$ cat config.mk
export PLATFORM = sky130hd
export DESIGN_NAME = four_bit_1x2_demux_reg_flat
export DESIGN_NICKNAME = d
export VERILOG_FILES = /design/src/rtl/four_bit_1x2_demux_reg_pkg.sv /design/src/rtl/four_bit_1x2_demux_reg_if.sv /design/src/rtl/four_bit_1x2_demux_reg_slot.sv /design/src/rtl/four_bit_1x2_demux_reg.sv /design/src/flat_wrapper.sv
export SDC_FILE = /design/constraint.sdc
export NUM_CORES = 1
export LEC_CHECK = 0
export CORE_UTILIZATION = 30
export CTS_CLUSTER_DIAMETER = 150
export DETAILED_ROUTE_END_ITERATION = 8
export GPL_ROUTABILITY_DRIVEN = 0
export REMOVE_ABC_BUFFERS = 1
export SYNTH_ARGS = -nofsm -noshare
export SYNTH_HDL_FRONTEND = slang
export SYNTH_SLANG_ARGS = --single-unit
$ cat constraint.sdc
create_clock -name clk -period 3.1 [get_ports clk]
set_input_delay 0.62 -clock clk [delete_from_list [all_inputs] [get_ports clk]]
set_output_delay 0.62 -clock clk [all_outputs]
set_load 0.01 [all_outputs]
$ cat src/rtl/four_bit_1x2_demux_reg_pkg.sv
// four_bit_1x2_demux_reg_pkg: shared slot state encoding and default widths
package four_bit_1x2_demux_reg_pkg;

    localparam int DEF_WIDTH     = 4;
    localparam int DEF_CNT_WIDTH = 8;

    typedef enum logic {
        EMPTY = 1'b0,
        FULL  = 1'b1
    } slot_state_t;

    // A slot can take a new word when it is empty or its current word leaves this cycle
    function automatic logic slot_can_load(input slot_state_t state, input logic ready);
        return (state == EMPTY) || ready;
    endfunction

endpackage

$ cat src/rtl/four_bit_1x2_demux_reg_if.sv
// four_bit_1x2_demux_reg_if: input stream plus two output streams and delivery counters
interface four_bit_1x2_demux_reg_if
    import four_bit_1x2_demux_reg_pkg::*;
#(
    parameter int WIDTH     = DEF_WIDTH,
    parameter int CNT_WIDTH = DEF_CNT_WIDTH
);
    logic [WIDTH-1:0]     in_data;
    logic                 in_valid;
    logic                 in_ready;
    logic                 select;
    logic [WIDTH-1:0]     out_0;
    logic                 out_0_valid;
    logic                 out_0_ready;
    logic [WIDTH-1:0]     out_1;
    logic                 out_1_valid;
    logic                 out_1_ready;
    logic [CNT_WIDTH-1:0] count_0;
    logic [CNT_WIDTH-1:0] count_1;

    modport master (
        output in_data, in_valid, select, out_0_ready, out_1_ready,
        input  in_ready, out_0, out_0_valid, out_1, out_1_valid, count_0, count_1
    );

    modport slave (
        input  in_data, in_valid, select, out_0_ready, out_1_ready,
        output in_ready, out_0, out_0_valid, out_1, out_1_valid, count_0, count_1
    );

endinterface

$ cat src/rtl/four_bit_1x2_demux_reg_slot.sv
// four_bit_1x2_demux_reg_slot: one-entry output register with handshake and saturating delivery counter
module four_bit_1x2_demux_reg_slot
    import four_bit_1x2_demux_reg_pkg::*;
#(
    parameter int WIDTH     = DEF_WIDTH,
    parameter int CNT_WIDTH = DEF_CNT_WIDTH
) (
    input  logic                 clk,
    input  logic                 rst,
    input  logic                 load,
    input  logic [WIDTH-1:0]     d,
    input  logic                 ready,
    output logic [WIDTH-1:0]     q,
    output logic                 valid,
    output logic [CNT_WIDTH-1:0] count,
    output logic                 can_load
);

    slot_state_t state_q, state_d;

    assign valid    = (state_q == FULL);
    assign can_load = slot_can_load(state_q, ready);

    // Slot state register
    always_ff @(posedge clk or posedge rst) begin
        if (rst) state_q <= EMPTY;
        else     state_q <= state_d;
    end

    // A load always wins (refill on drain); otherwise a consumed word empties the slot
    always_comb begin
        state_d = state_q;
        state_d = load ? FULL : (ready ? EMPTY : state_q);
    end

    // Data only changes on load, so a stalled word stays put and an empty slot keeps its last word
    always_ff @(posedge clk or posedge rst) begin
        if (rst)       q <= '0;
        else if (load) q <= d;
    end

    // Count delivered words, holding at all-ones instead of wrapping
    always_ff @(posedge clk or posedge rst) begin
        if (rst)                                count <= '0;
        else if (valid && ready && count != '1) count <= count + CNT_WIDTH'(1);
    end

endmodule

$ cat src/rtl/four_bit_1x2_demux_reg.sv
// four_bit_1x2_demux_reg: registered 1-to-2 demultiplexer steering one stream to two back-pressured outputs
module four_bit_1x2_demux_reg
    import four_bit_1x2_demux_reg_pkg::*;
#(
    parameter int WIDTH     = DEF_WIDTH,
    parameter int CNT_WIDTH = DEF_CNT_WIDTH
) (
    input logic                    clk,
    input logic                    rst,
    four_bit_1x2_demux_reg_if.slave bus
);

    logic can_load_0, can_load_1;
    logic accept;

    // Ready looks only at the selected slot, never at in_valid
    assign bus.in_ready = bus.select ? can_load_1 : can_load_0;
    assign accept       = bus.in_valid && bus.in_ready;

    four_bit_1x2_demux_reg_slot #(.WIDTH(WIDTH), .CNT_WIDTH(CNT_WIDTH)) slot_0 (
        .clk      (clk),
        .rst      (rst),
        .load     (accept && !bus.select),
        .d        (bus.in_data),
        .ready    (bus.out_0_ready),
        .q        (bus.out_0),
        .valid    (bus.out_0_valid),
        .count    (bus.count_0),
        .can_load (can_load_0)
    );

    four_bit_1x2_demux_reg_slot #(.WIDTH(WIDTH), .CNT_WIDTH(CNT_WIDTH)) slot_1 (
        .clk      (clk),
        .rst      (rst),
        .load     (accept && bus.select),
        .d        (bus.in_data),
        .ready    (bus.out_1_ready),
        .q        (bus.out_1),
        .valid    (bus.out_1_valid),
        .count    (bus.count_1),
        .can_load (can_load_1)
    );

endmodule

$ cat src/flat_wrapper.sv
// flat-port wrapper written by rule: the top's interface ports become plain ports
module four_bit_1x2_demux_reg_flat import four_bit_1x2_demux_reg_pkg::*;
#(
    parameter int WIDTH     = DEF_WIDTH,
    parameter int CNT_WIDTH = DEF_CNT_WIDTH
)
  (clk, rst, bus_in_data, bus_in_valid, bus_select, bus_out_0_ready, bus_out_1_ready, bus_in_ready, bus_out_0, bus_out_0_valid, bus_out_1, bus_out_1_valid, bus_count_0, bus_count_1);
  four_bit_1x2_demux_reg_if #(.WIDTH(WIDTH), .CNT_WIDTH(CNT_WIDTH)) bus_i ();
  input logic clk;
  input logic rst;
  input wire logic [$bits(bus_i.in_data)-1:0] bus_in_data;
  input wire logic [$bits(bus_i.in_valid)-1:0] bus_in_valid;
  input wire logic [$bits(bus_i.select)-1:0] bus_select;
  input wire logic [$bits(bus_i.out_0_ready)-1:0] bus_out_0_ready;
  input wire logic [$bits(bus_i.out_1_ready)-1:0] bus_out_1_ready;
  output wire logic [$bits(bus_i.in_ready)-1:0] bus_in_ready;
  output wire logic [$bits(bus_i.out_0)-1:0] bus_out_0;
  output wire logic [$bits(bus_i.out_0_valid)-1:0] bus_out_0_valid;
  output wire logic [$bits(bus_i.out_1)-1:0] bus_out_1;
  output wire logic [$bits(bus_i.out_1_valid)-1:0] bus_out_1_valid;
  output wire logic [$bits(bus_i.count_0)-1:0] bus_count_0;
  output wire logic [$bits(bus_i.count_1)-1:0] bus_count_1;
  assign bus_i.in_data = bus_in_data;
  assign bus_i.in_valid = bus_in_valid;
  assign bus_i.select = bus_select;
  assign bus_i.out_0_ready = bus_out_0_ready;
  assign bus_i.out_1_ready = bus_out_1_ready;
  assign bus_in_ready = bus_i.in_ready;
  assign bus_out_0 = bus_i.out_0;
  assign bus_out_0_valid = bus_i.out_0_valid;
  assign bus_out_1 = bus_i.out_1;
  assign bus_out_1_valid = bus_i.out_1_valid;
  assign bus_count_0 = bus_i.count_0;
  assign bus_count_1 = bus_i.count_1;
  four_bit_1x2_demux_reg #(.WIDTH(WIDTH), .CNT_WIDTH(CNT_WIDTH)) u_core (.clk(clk), .rst(rst), .bus(bus_i));
endmodule
# Yosys cells after proc, flatten, opt, wreduce, memory -nomap -nowiden
# Index checks and enable logic that the tools add are counted.
[classes] addsub=2 eq_ne=2 mux=5 bitwise=2 reduce_logical=12
[ops] op="adder 8 x 1 -> 8 bit (second input constant)" count=2
[ops] op="inequality test 8 bit (second input constant)" count=2
[ops] op="logical AND 1 bit" count=7
[ops] op="two-way mux 1 bit" count=5
[ops] op="nonzero test 2 bit" count=2
[ops] op="logical OR 1 bit" count=2
[ops] op="NOT 1 bit" count=2
[ops] op="logical NOT 1 bit" count=1
[totals] reg_bits=26 inputBits=10 output_inout_bits=27 wordCells=29

# Depth between registers and ports, before layout
# Gate-level depths: netlist (run 1).
[depth] ltp_word=6 mapped_depth=5 mapped_depth_nobuf=5

# Cells and area by module
# A second synthesis (run 1) with hierarchy kept.
[unflattened] cells_unflattened=97 area_unflattened_um2=1193.6
[by_module_without_submodules] mod="four_bit_1x2_demux_reg_slot" n_inst=2 cells_each=47 area_per_inst_um2=580.6 seq_area_each_um2=325.3
[by_module_without_submodules] mod="four_bit_1x2_demux_reg" n_inst=1 cells_each=3 area_per_inst_um2=32.5 seq_area_each_um2=0.0

# Worst setup path before layout (run 1)
# OpenSTA, ideal clock, no wires.
[synth_path] path_type="input port to output port" start="input bus_out_0_ready" end="output bus_in_ready" arrival_ns=1.051 required_time_ns=2.480 slack_ns=1.429 stages=2 path_cell_list="nand2b_1 -> mux2_2"
[synth_via] elab_chain_len=2
[synth_rtl] item="start, declared" line="flat_wrapper.sv:14" source="input wire logic [$bits(bus_i.out_0_ready)-1:0] bus_out_0_ready;"
[synth_rtl] item="logical OR 1 bit" line="four_bit_1x2_demux_reg_pkg.sv:14" source="return (state == EMPTY) || ready;"
[synth_rtl] item="two-way mux 1 bit" line="four_bit_1x2_demux_reg.sv:17" source="assign bus.in_ready = bus.select ? can_load_1 : can_load_0;"
[synth_rtl] item="end, declared" line="flat_wrapper.sv:16" source="output wire logic [$bits(bus_i.in_ready)-1:0] bus_in_ready;"
# Every way passes these cells.

# Final worst setup path (run 1)
[layout_path] start="input bus_select" end="output bus_in_ready"
[layout_via] elab_chain_len=1
[layout_rtl] item="start, declared" line="flat_wrapper.sv:13" source="input wire logic [$bits(bus_i.select)-1:0] bus_select;"
[layout_rtl] item="two-way mux 1 bit" line="four_bit_1x2_demux_reg.sv:17"
# Every way passes these cells.

==> results of run 1 <==
[kinds of logic after synthesis]
| logic type | count (synthesis) |
|---|---|
| simple gates | 29 |
| flops | 26 |
| xor+xnor | 14 |
| fa+ha+maj | 2 |
| mux | 11 |
| compound gates | 3 |
| buf+inv | 3 |
[metrics by stage]
stage / total power, W / area [um^2] / hold slack, ns / utilization (%)
floorplan: 0.000712 / 1150 / 0.522 / -
global placement: 0.000941 / 1580 / 0.482 / 42.7
detailed placement: 0.000952 / 1580 / 0.488 / 42.7
CTS: 0.00117 / 1630 / 0.504 / 44.2
global route: 0.00123 / 1630 / 0.528 / 44.2
finish: 0.00116 / 1630 / 0.502 / 44.2
[cell usage in the layout (no fill, tap or decap), drive strengths merged]
cell type / Yosys / routed
nor3: 3 / 3
nor2: 3 / 3
nand4: 4 / 4
nand2b: 2 / 2
ha: 2 / 2
and2b: 1 / 1
clkbuf: 0 / 4
clkdlybuf4s50: 0 / 36
o211ai: 1 / 1
xor2: 7 / 7
o21ai: 1 / 1
nor3b: 1 / 1
and3: 3 / 3
inv: 3 / 3
nand3: 4 / 4
dfrtp: 26 / 26
a31oi: 1 / 1
xnor2: 7 / 7
mux2: 11 / 11
nand2: 8 / 8
[routing by layer]
| metal | vias to the layer above | GRT usage (%) | part of all wire [%] |
|---|---|---|---|
| li1 | 383 | - | - |
| met1 | 394 | 15.8 | 49 |
| met4 | 0 | 3.41 | 0.37 |
| met3 | 2 | 3.04 | 5.3 |
| met5 | - | 0 | 0 |
| met2 | 29 | 19.0 | 45 |
[flip-flops by register name, summed over array words and instances (netlist names)]
signal / flops
u_core.slot_1.q: 4
u_core.slot_0.q: 4
u_core.slot_1.valid: 1
u_core.slot_1.count: 8
u_core.slot_0.count: 8
u_core.slot_0.valid: 1
[synthesized netlist by cell type]
master / instances / area, um^2
nor3_1: 3 / 15.0
and2b_1: 1 / 7.51
mux2_2: 10 / 113
nand3_1: 4 / 20.0
xnor2_1: 7 / 61.3
o211ai_4: 1 / 21.3
inv_1: 3 / 11.3
ha_1: 2 / 25.0
dfrtp_1: 26 / 651
nand2b_1: 2 / 12.5
o21ai_0: 1 / 5.00
nand4_1: 3 / 18.8
nor3b_4: 1 / 18.8
mux2_4: 1 / 15.0
and3_1: 2 / 12.5
and3_4: 1 / 11.3
a31oi_4: 1 / 21.3
nand4_2: 1 / 12.5
xor2_1: 7 / 61.3
nor2_1: 3 / 11.3
nand2_1: 8 / 30.0
[worst max-delay path, stage by stage]
cell             delay [ns]
clkdlybuf4s50_1        0.57
mux2_2                 0.36
clkdlybuf4s50_1        0.48
[where the power goes]
group	switching (W)	internal, W	leakage (nW)	total [W]
logic	0.000152	0.000252	0.363	0.000404
registers	0.000108	0.000429	0.324	0.000537
clock network	0.000105	0.000113	0.0288	0.000218
[final timing paths]
path / from / to / slack [ns]
worst max-delay path: bus_select / bus_in_ready / 0.44
worst min-delay path: u_core.slot_0.count[7]$_DFFE_PP0P_ / u_core.slot_0.count[7]$_DFFE_PP0P_ / 0.50
worst max register to register: u_core.slot_1.count[0]$_DFFE_PP0P_ / u_core.slot_1.count[1]$_DFFE_PP0P_ / 1.42
worst min register to register: u_core.slot_0.count[7]$_DFFE_PP0P_ / u_core.slot_0.count[7]$_DFFE_PP0P_ / 0.50
max in group asynchronous: rst / u_core.slot_0.q[0]$_DFFE_PP0P_ / 1.63
min in group asynchronous: rst / u_core.slot_1.count[1]$_DFFE_PP0P_ / 0.87
[layout make-up]
cell class                 count  area [um^2]
clock buffer                   4         55.1
fill                         370         2060
inverter                       3         11.3
multi-input combinational     59          493
sequential                    26          651
tap                           48         60.1
timing repair buffer          36          360
==> metrics.md, run 1 <==
| Metric | Value |
|---|---|
| Status | completed |
| DIE WIDTH | about 64 um |
| Slew of the pin with the lowest slew margin | 0.978 ns |
| Pre-CTS WS | 0.445 ns |
| Seq/Total Area, Yosys | between 50 and 60% |
| Vias per cell | 4.59 |
| DRT antenna net count | 0 |
| Xor and xnor area share after synthesis | a little over a tenth |
| Combinational family with the most area after synthesis | simple AND/OR/NAND/NOR gates |
| PD cells | 711 nW/um^2 |
| Mapped Avg Cell Area | 13.1 um^2 |
| Post-synthesis mux area share | 11.1% |
| Final net count | 141 |
| Post-CTS Hold Fix Bufs | 0 |
| I/O pin count | 37 |
| DRT Wirelength | between 2000 and 2500 um |
| DR WL/cell | 12.3 um |
| Total track usage | 11.9% |
| Fin crit share | 85.6% |
| Final Critical Period | 2.66 ns |
| Vias in the first global route | 837 |
| HPWL Detailed | about 1600 um |
| Crit start category | input pin |
| Flops & latches, synth | 26 |
| Area of the die | ~4100 um^2 |
| Yosys cell types | 21 |
| Clock transition at the registers of the reported paths | about 0.09 ns |
| # resized after CTS | 0 |
| Leakage power | around 0.72 nW |
| Ys Warns | 0 |
| Post-synthesis compound-gate area fraction | 4.12% |
| CP endpoint kind | output port |
| CTS tree | done |
| Drt first pass iters | 4 |
| Largest net degree at the start of global routing | 27 |
| HP Class | flop to flop |
| H-tree depth | 1 |
| Max Cap Violations | 0 |
| Fin cells | 176 |
| Initial drt markers | 20 |
| Adder-Cell Fraction of Synth Area | 2.17% |
| Core area | 3690 um^2 |
| WHS Path Cells | 1 |
| Post-CTS Setup Repair Bufs | 0 |
| Final WS setup | 0.445 ns |
| Number of diodes | 0 |
| Setup TNS after final layout | 0 ns |
| Setup Skew | 0.00340 ns |
| DIE HEIGHT | 64.0 um |
| RSZ-0062 raised after global routing | false |
| Initial antenna violation count | 0 |
| # DRC | 0 |
| Simple-gate share of the synthesized area | 14.7% |
| Share of cells above drive strength 1 | around 16% |
| Global-route wire length before repair | 3820 um |
| CP required | 2.48 ns |
| Final Hold Viols | 0 |
| Vias | a little over 800 |
| Grt ovf | 0 |
| Core Rows | 22 |
| Synthesized area | about 1200 um^2 |
| Port Buffers | 36 |
| Syn-to-layout area delta | 41.2% |
| Worst-Skew Late Latency | 0.27 ns |
| Clock Tree Root | clkbuf_8 |
| Setup violations, final | 0 |
| Post-Syn Instances | 88 |
| Arrival time worst endpoint | 2.04 ns |
| Longest Clk Path Bufs | 2 |
| Crit Path Category | input pin to output port |
| Max Fclk | 377 MHz |
| Dpl cells | 172 |
| # clock sinks | 26 |
| Final Max Tran Viols | 0 |
| Starting Density | about 31% |
| VDD IR-drop max | 372 uV |
| Total CTS buffers | 3 |
| Headroom to the max-slew limit | 34.7% |
| Max FO, Critical Path | 4 |
| Reg2Reg Depth | 4 |
Note: power is estimated with default switching activity, not from simulation.
==> run 2, diff against run 1 <==
--- a/config.mk
+++ b/config.mk
@@ -5,10 +5,11 @@
 export SDC_FILE = /design/constraint.sdc
 export NUM_CORES = 1
 export LEC_CHECK = 0
-export CORE_UTILIZATION = 30
+export CORE_UTILIZATION = 48
 export CTS_CLUSTER_DIAMETER = 150
 export DETAILED_ROUTE_END_ITERATION = 8
 export GPL_ROUTABILITY_DRIVEN = 0
+export PLACE_DENSITY = 0.83
 export REMOVE_ABC_BUFFERS = 1
 export SYNTH_ARGS = -nofsm -noshare
 export SYNTH_HDL_FRONTEND = slang
==> run 2 against run 1 <==
- count of clock-buffer cells in the layout unchanged
- wire length grew 2.3%
- non-clock buffer count unchanged
- setup slack better by 0.0099 ns
- combinational power grew 1%
- highest routed layer unchanged
- global-route usage grew 7.8 points
==> metrics.md, run 2 (synthesis gave the netlist of run 1 again) <==
| Metric | Value |
|---|---|
| Status | completed |
| Syn-to-layout area delta | 37.4% |
| # clock sinks | 26 (unchanged) |
| Hold Crit Endpoint | u_core.slot_1.count[6]$_DFFE_PP0P_ |
| Port Buffers | 36 (unchanged) |
| Critical R2R Launch | u_core.slot_1.count[0]$_DFFE_PP0P_ |
| Max Fclk | 378 MHz (+0.37%) |
| DR WL/cell | 14.2 um (+15%) |
| Worst-Skew Late Latency | 0.31 ns (+0.04 ns) |
| Total track usage | 19.7% (+7.8 points) |
| Slowest cell on crit path | clkdlybuf4s50_1 |
| Total CTS buffers | 3 (unchanged) |
| Clock group share of total power | 15.1% (-3.7 points) |
| Fin area | 1590 um^2 (-2.7%) |
| Area of the die | 2610 um^2 (-36%) |
| Critical path's largest stage delay | 0.57 ns (about the same) |
| Vias per cell | 5.28 (+15%) |
| Clock transition at the registers of the reported paths | 0.13 ns (+0.04 ns) |
| Commonest non-fill, non-tap cells in the layout | clkdlybuf4s50_1, dfrtp_1, mux2_2, nand2_1 |
| Largest registers | u_core.slot_0.count x8, u_core.slot_1.count x8 |
| # DRC | 0 (unchanged) |
| Max FO, Critical Path | 4 (unchanged) |
| Net Sw Frac | 32.4% (+0.90 points) |
| Vias | 824 (+2.0%) |
| HPWL Detailed | 1670 um (+3.1%) |
| Power share of the combinational group | 36.8% (+1.9 points) |
| RSZ-0062 raised after global routing | false |
| Final net count | 141 (unchanged) |
| Final Critical Period | 2.65 ns (-0.00991 ns) |
| Leakage power | 0.708 nW (-1.1%) |
| H-tree depth | 1 (unchanged) |
| Initial drt markers | 6 (-70%) |
| DRT antenna net count | 0 (unchanged) |
| VDD IR-drop max | 487 uV (+31%) |
| Crit path cell chain | clkdlybuf4s50_1 -> mux2_2 -> clkdlybuf4s50_1 |
| DRT Wirelength | 2220 um (+2.3%) |
| Core area | 2230 um^2 (-39%) |
| Share of cells above drive strength 1 | 15.6% (unchanged) |
| Longest Clk Path Bufs | 2 (unchanged) |
| HP Class | flop to flop |
| Clock Tree Root | clkbuf_4 |
| Setup Skew | 0.00566 ns (+0.00226 ns) |
| CP required | 2.48 ns (about the same) |
| Starting Density | 51.7% (+20 points) |
| HP Start | u_core.slot_1.count[6]$_DFFE_PP0P_ |
| Core Rows | 17 (-23%) |
| Setup violations, final | 0 (unchanged) |
| Arrival time worst endpoint | 2.03 ns (about the same) |
| DIE WIDTH | 51.1 um (-20%) |
| R2r endpoint | u_core.slot_1.count[1]$_DFFE_PP0P_ |
| Worst R2R Setup Slack | 1.43 ns (about the same) |
| DIE HEIGHT | 51.1 um (-20%) |
| Int Power | 0.000752 W (-5.3%) |
| Switching power total | 0.000360 W (-1.3%) |
| Setup TNS after final layout | 0 ns (unchanged) |
| Fin crit share | 85.3% (-0.32 points) |
| Crit Path Category | input pin to output port |
| Crit start category | input pin |
| CTS tree | done |
| Final Power | 0.00111 W (-4.0%) |
| PD cells | 701 nW/um^2 (-1.3%) |
| Initial antenna violation count | 0 (unchanged) |
| Reg2Reg Depth | 4 (unchanged) |
| Final Hold Viols | 0 (unchanged) |
| Post-CTS Setup Repair Bufs | 0 (unchanged) |
| Slew of the pin with the lowest slew margin | 0.958 ns (-0.0198 ns) |
| I/O pin count | 37 (unchanged) |
| Post-CTS Hold Fix Bufs | 0 (unchanged) |
| Headroom to the max-slew limit | 36.1% (+1.3 points) |
| WHS Path Cells | 1 (unchanged) |
| Drt first pass iters | 3 (-1) |
| Max Cap Violations | 0 (unchanged) |
| # resized after CTS | 0 (unchanged) |
| CP endpoint kind | output port |
| Vias in the first global route | 833 (-0.48%) |
| Top cell by count, worst path | clkdlybuf4s50_1 |
| Commonest non-fill, non-tap cell in the layout | clkdlybuf4s50_1 |
| Final Max Tran Viols | 0 (unchanged) |
| Register share of total power | 48.1% (+1.8 points) |
| Largest net degree at the start of global routing | 27 (unchanged) |
| Placed Area | 1550 um^2 (-1.6%) |
| Final design utilization | 71.0% (+27 points) |
| Global-route wire length before repair | 3730 um (-2.2%) |
| Grt ovf | 0 (unchanged) |
| Number of diodes | 0 (unchanged) |
-- run 2: worst max-delay path by stage --
stage	startpoint	endpoint	slack, ns	cells after the start
finish	bus_select	bus_in_ready	0.45	3
CTS	bus_select	bus_in_ready	0.45	3
floorplan	bus_out_0_ready	bus_in_ready	1.43	2
detailed placement	bus_select	bus_in_ready	0.46	3
global route	bus_out_0_ready	bus_in_ready	0.41	4
global placement	bus_select	bus_in_ready	0.48	3
-- run 2: worst max-delay path: cells and delay by family --
kind                   cells  cell delay [ns]
multiplexers               1             0.36
buffers and inverters      2             1.04
-- run 2: through the flow --
step	cells	hold slack (ns)	setup slack [ns]
final	156	0.514	0.455
after global placement	152	0.486	0.476
after global routing	156	0.528	0.410
after floorplan	88	0.522	1.43
after detailed placement	152	0.492	0.457
after CTS	156	0.515	0.454
-- run 2: routing by layer --
layer	GRT usage, %	part of all wire (%)
met5	0	0
met4	6.94	0.54
met3	3.87	4.1
met2	32.0	47
met1	26.2	48
-- run 2: power by group through the flow --
stage               Combinational [W]  Clock (W)  Sequential (W)
finish                       0.000410   0.000168        0.000535
global route                 0.000445   0.000182        0.000550
CTS                          0.000417   0.000172        0.000535
detailed placement           0.000412          0        0.000542
global placement             0.000401          0        0.000533
floorplan                    0.000145          0        0.000567
-- run 2: layout make-up --
class                      instances  area, um^2
sequential                        26         651
inverter                           3        11.3
multi-input combinational         59         493
tap                               28        35.0
fill                             165         647
timing repair buffer              36         360
clock buffer                       4        36.3
==> run 3, diff against run 2 <==
--- a/config.mk
+++ b/config.mk
@@ -8,9 +8,9 @@
 export CORE_UTILIZATION = 48
 export CTS_CLUSTER_DIAMETER = 150
 export DETAILED_ROUTE_END_ITERATION = 8
-export GPL_ROUTABILITY_DRIVEN = 0
 export PLACE_DENSITY = 0.83
 export REMOVE_ABC_BUFFERS = 1
+export SLEW_MARGIN = 25
 export SYNTH_ARGS = -nofsm -noshare
 export SYNTH_HDL_FRONTEND = slang
 export SYNTH_SLANG_ARGS = --single-unit
==> run 3 against run 2 <==
- worst hold slack unchanged
- sequential share of layout area unchanged
- clock skew unchanged
- flip-flop and latch count unchanged
- wire length stayed put
- total power hardly changed
- maximum frequency stayed put
- largest power group unchanged
==> metrics.md, run 3 (synthesis gave the netlist of run 1 again) <==
| Metric | Value |
|---|---|
| Status | completed |
| Slowest cell on crit path | clkdlybuf4s50_1 |
| Port Buffers | 36 (unchanged) |
| Largest net degree at the start of global routing | 27 (unchanged) |
| Leakage power | 0.707 nW (-0.15%) |
| Drt first pass iters | 3 (unchanged) |
| Vias in the first global route | 833 (unchanged) |
| Total track usage | 19.7% (unchanged) |
| Grt ovf | 0 (unchanged) |
| Global-route wire length before repair | 3730 um (unchanged) |
| CP delay by family, top | buffers and inverters |
| Vias | 824 (unchanged) |
| # DRC | 0 (unchanged) |
| Crit Path Category | input pin to output port |
| Final WS setup | 0.455 ns (unchanged) |
| Core area | 2230 um^2 (unchanged) |
| RSZ-0062 raised after global routing | false |
| Longest Clk Path Bufs | 2 (unchanged) |
| DR WL/cell | 14.2 um (unchanged) |
| # clock sinks | 26 (unchanged) |
| Worst-Skew Late Latency | 0.31 ns (about the same) |
| Pre-CTS WS | 0.457 ns (unchanged) |
| PD cells | 702 nW/um^2 (about the same) |
| Setup TNS after final layout | 0 ns (unchanged) |
| Critical path's largest stage delay | 0.57 ns (about the same) |
| Crit path cell chain | clkdlybuf4s50_1 -> mux2_2 -> clkdlybuf4s50_1 |
| Syn-to-layout area delta | 37.4% (unchanged) |
| Final Critical Period | 2.65 ns (unchanged) |
| CP required | 2.48 ns (about the same) |
| Crit start category | input pin |
| Setup violations, final | 0 (unchanged) |
| Vias per cell | 5.28 (unchanged) |
| H-tree depth | 1 (unchanged) |
| Area of the die | 2610 um^2 (unchanged) |
| Initial drt markers | 6 (unchanged) |
| Final Hold Viols | 0 (unchanged) |
| DRT antenna net count | 0 (unchanged) |
| Max FO, Critical Path | 4 (unchanged) |
| # resized after CTS | 0 (unchanged) |
| Final net count | 141 (unchanged) |
| CP endpoint kind | output port |
| Commonest non-fill, non-tap cells in the layout | clkdlybuf4s50_1, dfrtp_1, mux2_2, nand2_1 |
| Number of diodes | 0 (unchanged) |
| Clock transition at the registers of the reported paths | 0.13 ns (about the same) |
| DRT Wirelength | 2220 um (unchanged) |
| I/O pin count | 37 (unchanged) |
| Core Rows | 17 (unchanged) |
| DIE HEIGHT | 51.1 um (unchanged) |
| VDD IR-drop max | 487 uV (about the same) |
| Total CTS buffers | 3 (unchanged) |
| Max Cap Violations | 0 (unchanged) |
| Initial antenna violation count | 0 (unchanged) |
| CTS tree | done |
| Starting Density | 51.7% (unchanged) |
| Post-CTS Hold Fix Bufs | 0 (unchanged) |
| HPWL Detailed | 1670 um (unchanged) |
| Hold slack final | 0.514 ns (unchanged) |
| Headroom to the max-slew limit | 64.6% (+29 points) |
| HP Class | flop to flop |
| Post-CTS Setup Repair Bufs | 0 (unchanged) |
| Fin crit share | 85.3% (unchanged) |
| Final Max Tran Viols | 0 (unchanged) |
| Top cell by count, worst path | clkdlybuf4s50_1 |
| DIE WIDTH | 51.1 um (unchanged) |
| Worst R2R Setup Slack | 1.43 ns (about the same) |
| Largest registers | u_core.slot_0.count x8, u_core.slot_1.count x8 |
| Clock Tree Root | clkbuf_4 |
| Share of cells above drive strength 1 | 16.4% (+0.78 points) |
| Worst Path Buf+Inv | 2 (unchanged) |
| Commonest non-fill, non-tap cell in the layout | clkdlybuf4s50_1 |
| Arrival time worst endpoint | 2.03 ns (about the same) |
| Slew of the pin with the lowest slew margin | 0.530 ns (-0.428 ns) |
| Max Fclk | 378 MHz (unchanged) |
| RePlAce Congestion | between 0.7 and 0.8 |
| Final Power | 0.00111 W (about the same) |
| Setup Skew | 0.00566 ns (unchanged) |
[run 3: path summary, 6_finish.rpt]
| path | startpoint | to | cells past startpoint |
|---|---|---|---|
| max reg2reg | u_core.slot_1.count[0]$_DFFE_PP0P_ | u_core.slot_1.count[1]$_DFFE_PP0P_ | 4 |
| min in group asynchronous | rst | u_core.slot_1.count[1]$_DFFE_PP0P_ | 2 |
| min | u_core.slot_1.count[6]$_DFFE_PP0P_ | u_core.slot_1.count[6]$_DFFE_PP0P_ | 1 |
| max | bus_select | bus_in_ready | 3 |
| min reg2reg | u_core.slot_1.count[6]$_DFFE_PP0P_ | u_core.slot_1.count[6]$_DFFE_PP0P_ | 1 |
| max in group asynchronous | rst | u_core.slot_1.count[5]$_DFFE_PP0P_ | 2 |
[run 3: layout make-up]
class / count / area, um^2
Sequential cell: 26 / 651
Inverter: 3 / 11.3
Tap cell: 28 / 35.0
Fill cell: 165 / 647
Multi-Input combinational cell: 59 / 493
Timing Repair Buffer: 36 / 360
Clock buffer: 4 / 36.3
[run 3: power breakdown]
| part | switching (W) | internal (W) |
|---|---|---|
| clock | 0.0000964 | 0.0000717 |
| sequential | 0.000107 | 0.000428 |
| combinational | 0.000157 | 0.000253 |
| total | 0.000360 | 0.000753 |
[run 3: per-stage QoR]
step | utilization [%] | area (um^2) | cells
3_5_place_dp | 69.4 | 1550 | 152
4_1_cts | 71.0 | 1590 | 156
3_3_place_gp | 69.4 | 1550 | 152
2_1_floorplan | - | 1150 | 88
5_1_grt | 71.0 | 1590 | 156
6_report | 71.0 | 1590 | 156
[run 3: routing by layer]
metal / global-route usage, % / up-vias / wire (um)
met3: 3.87 / 2 / 90
met5: 0 / - / 0
met1: 26.2 / 411 / 1060
li1: - / 388 / -
met4: 6.94 / 0 / 12
met2: 32.0 / 23 / 1050
[run 3: worst register-to-register path, cell delays in order, from the launching register on]
cell     delay [ns]
dfrtp_1        0.45
ha_1           0.23
and3_1         0.24
a31oi_4        0.30
mux2_2         0.38
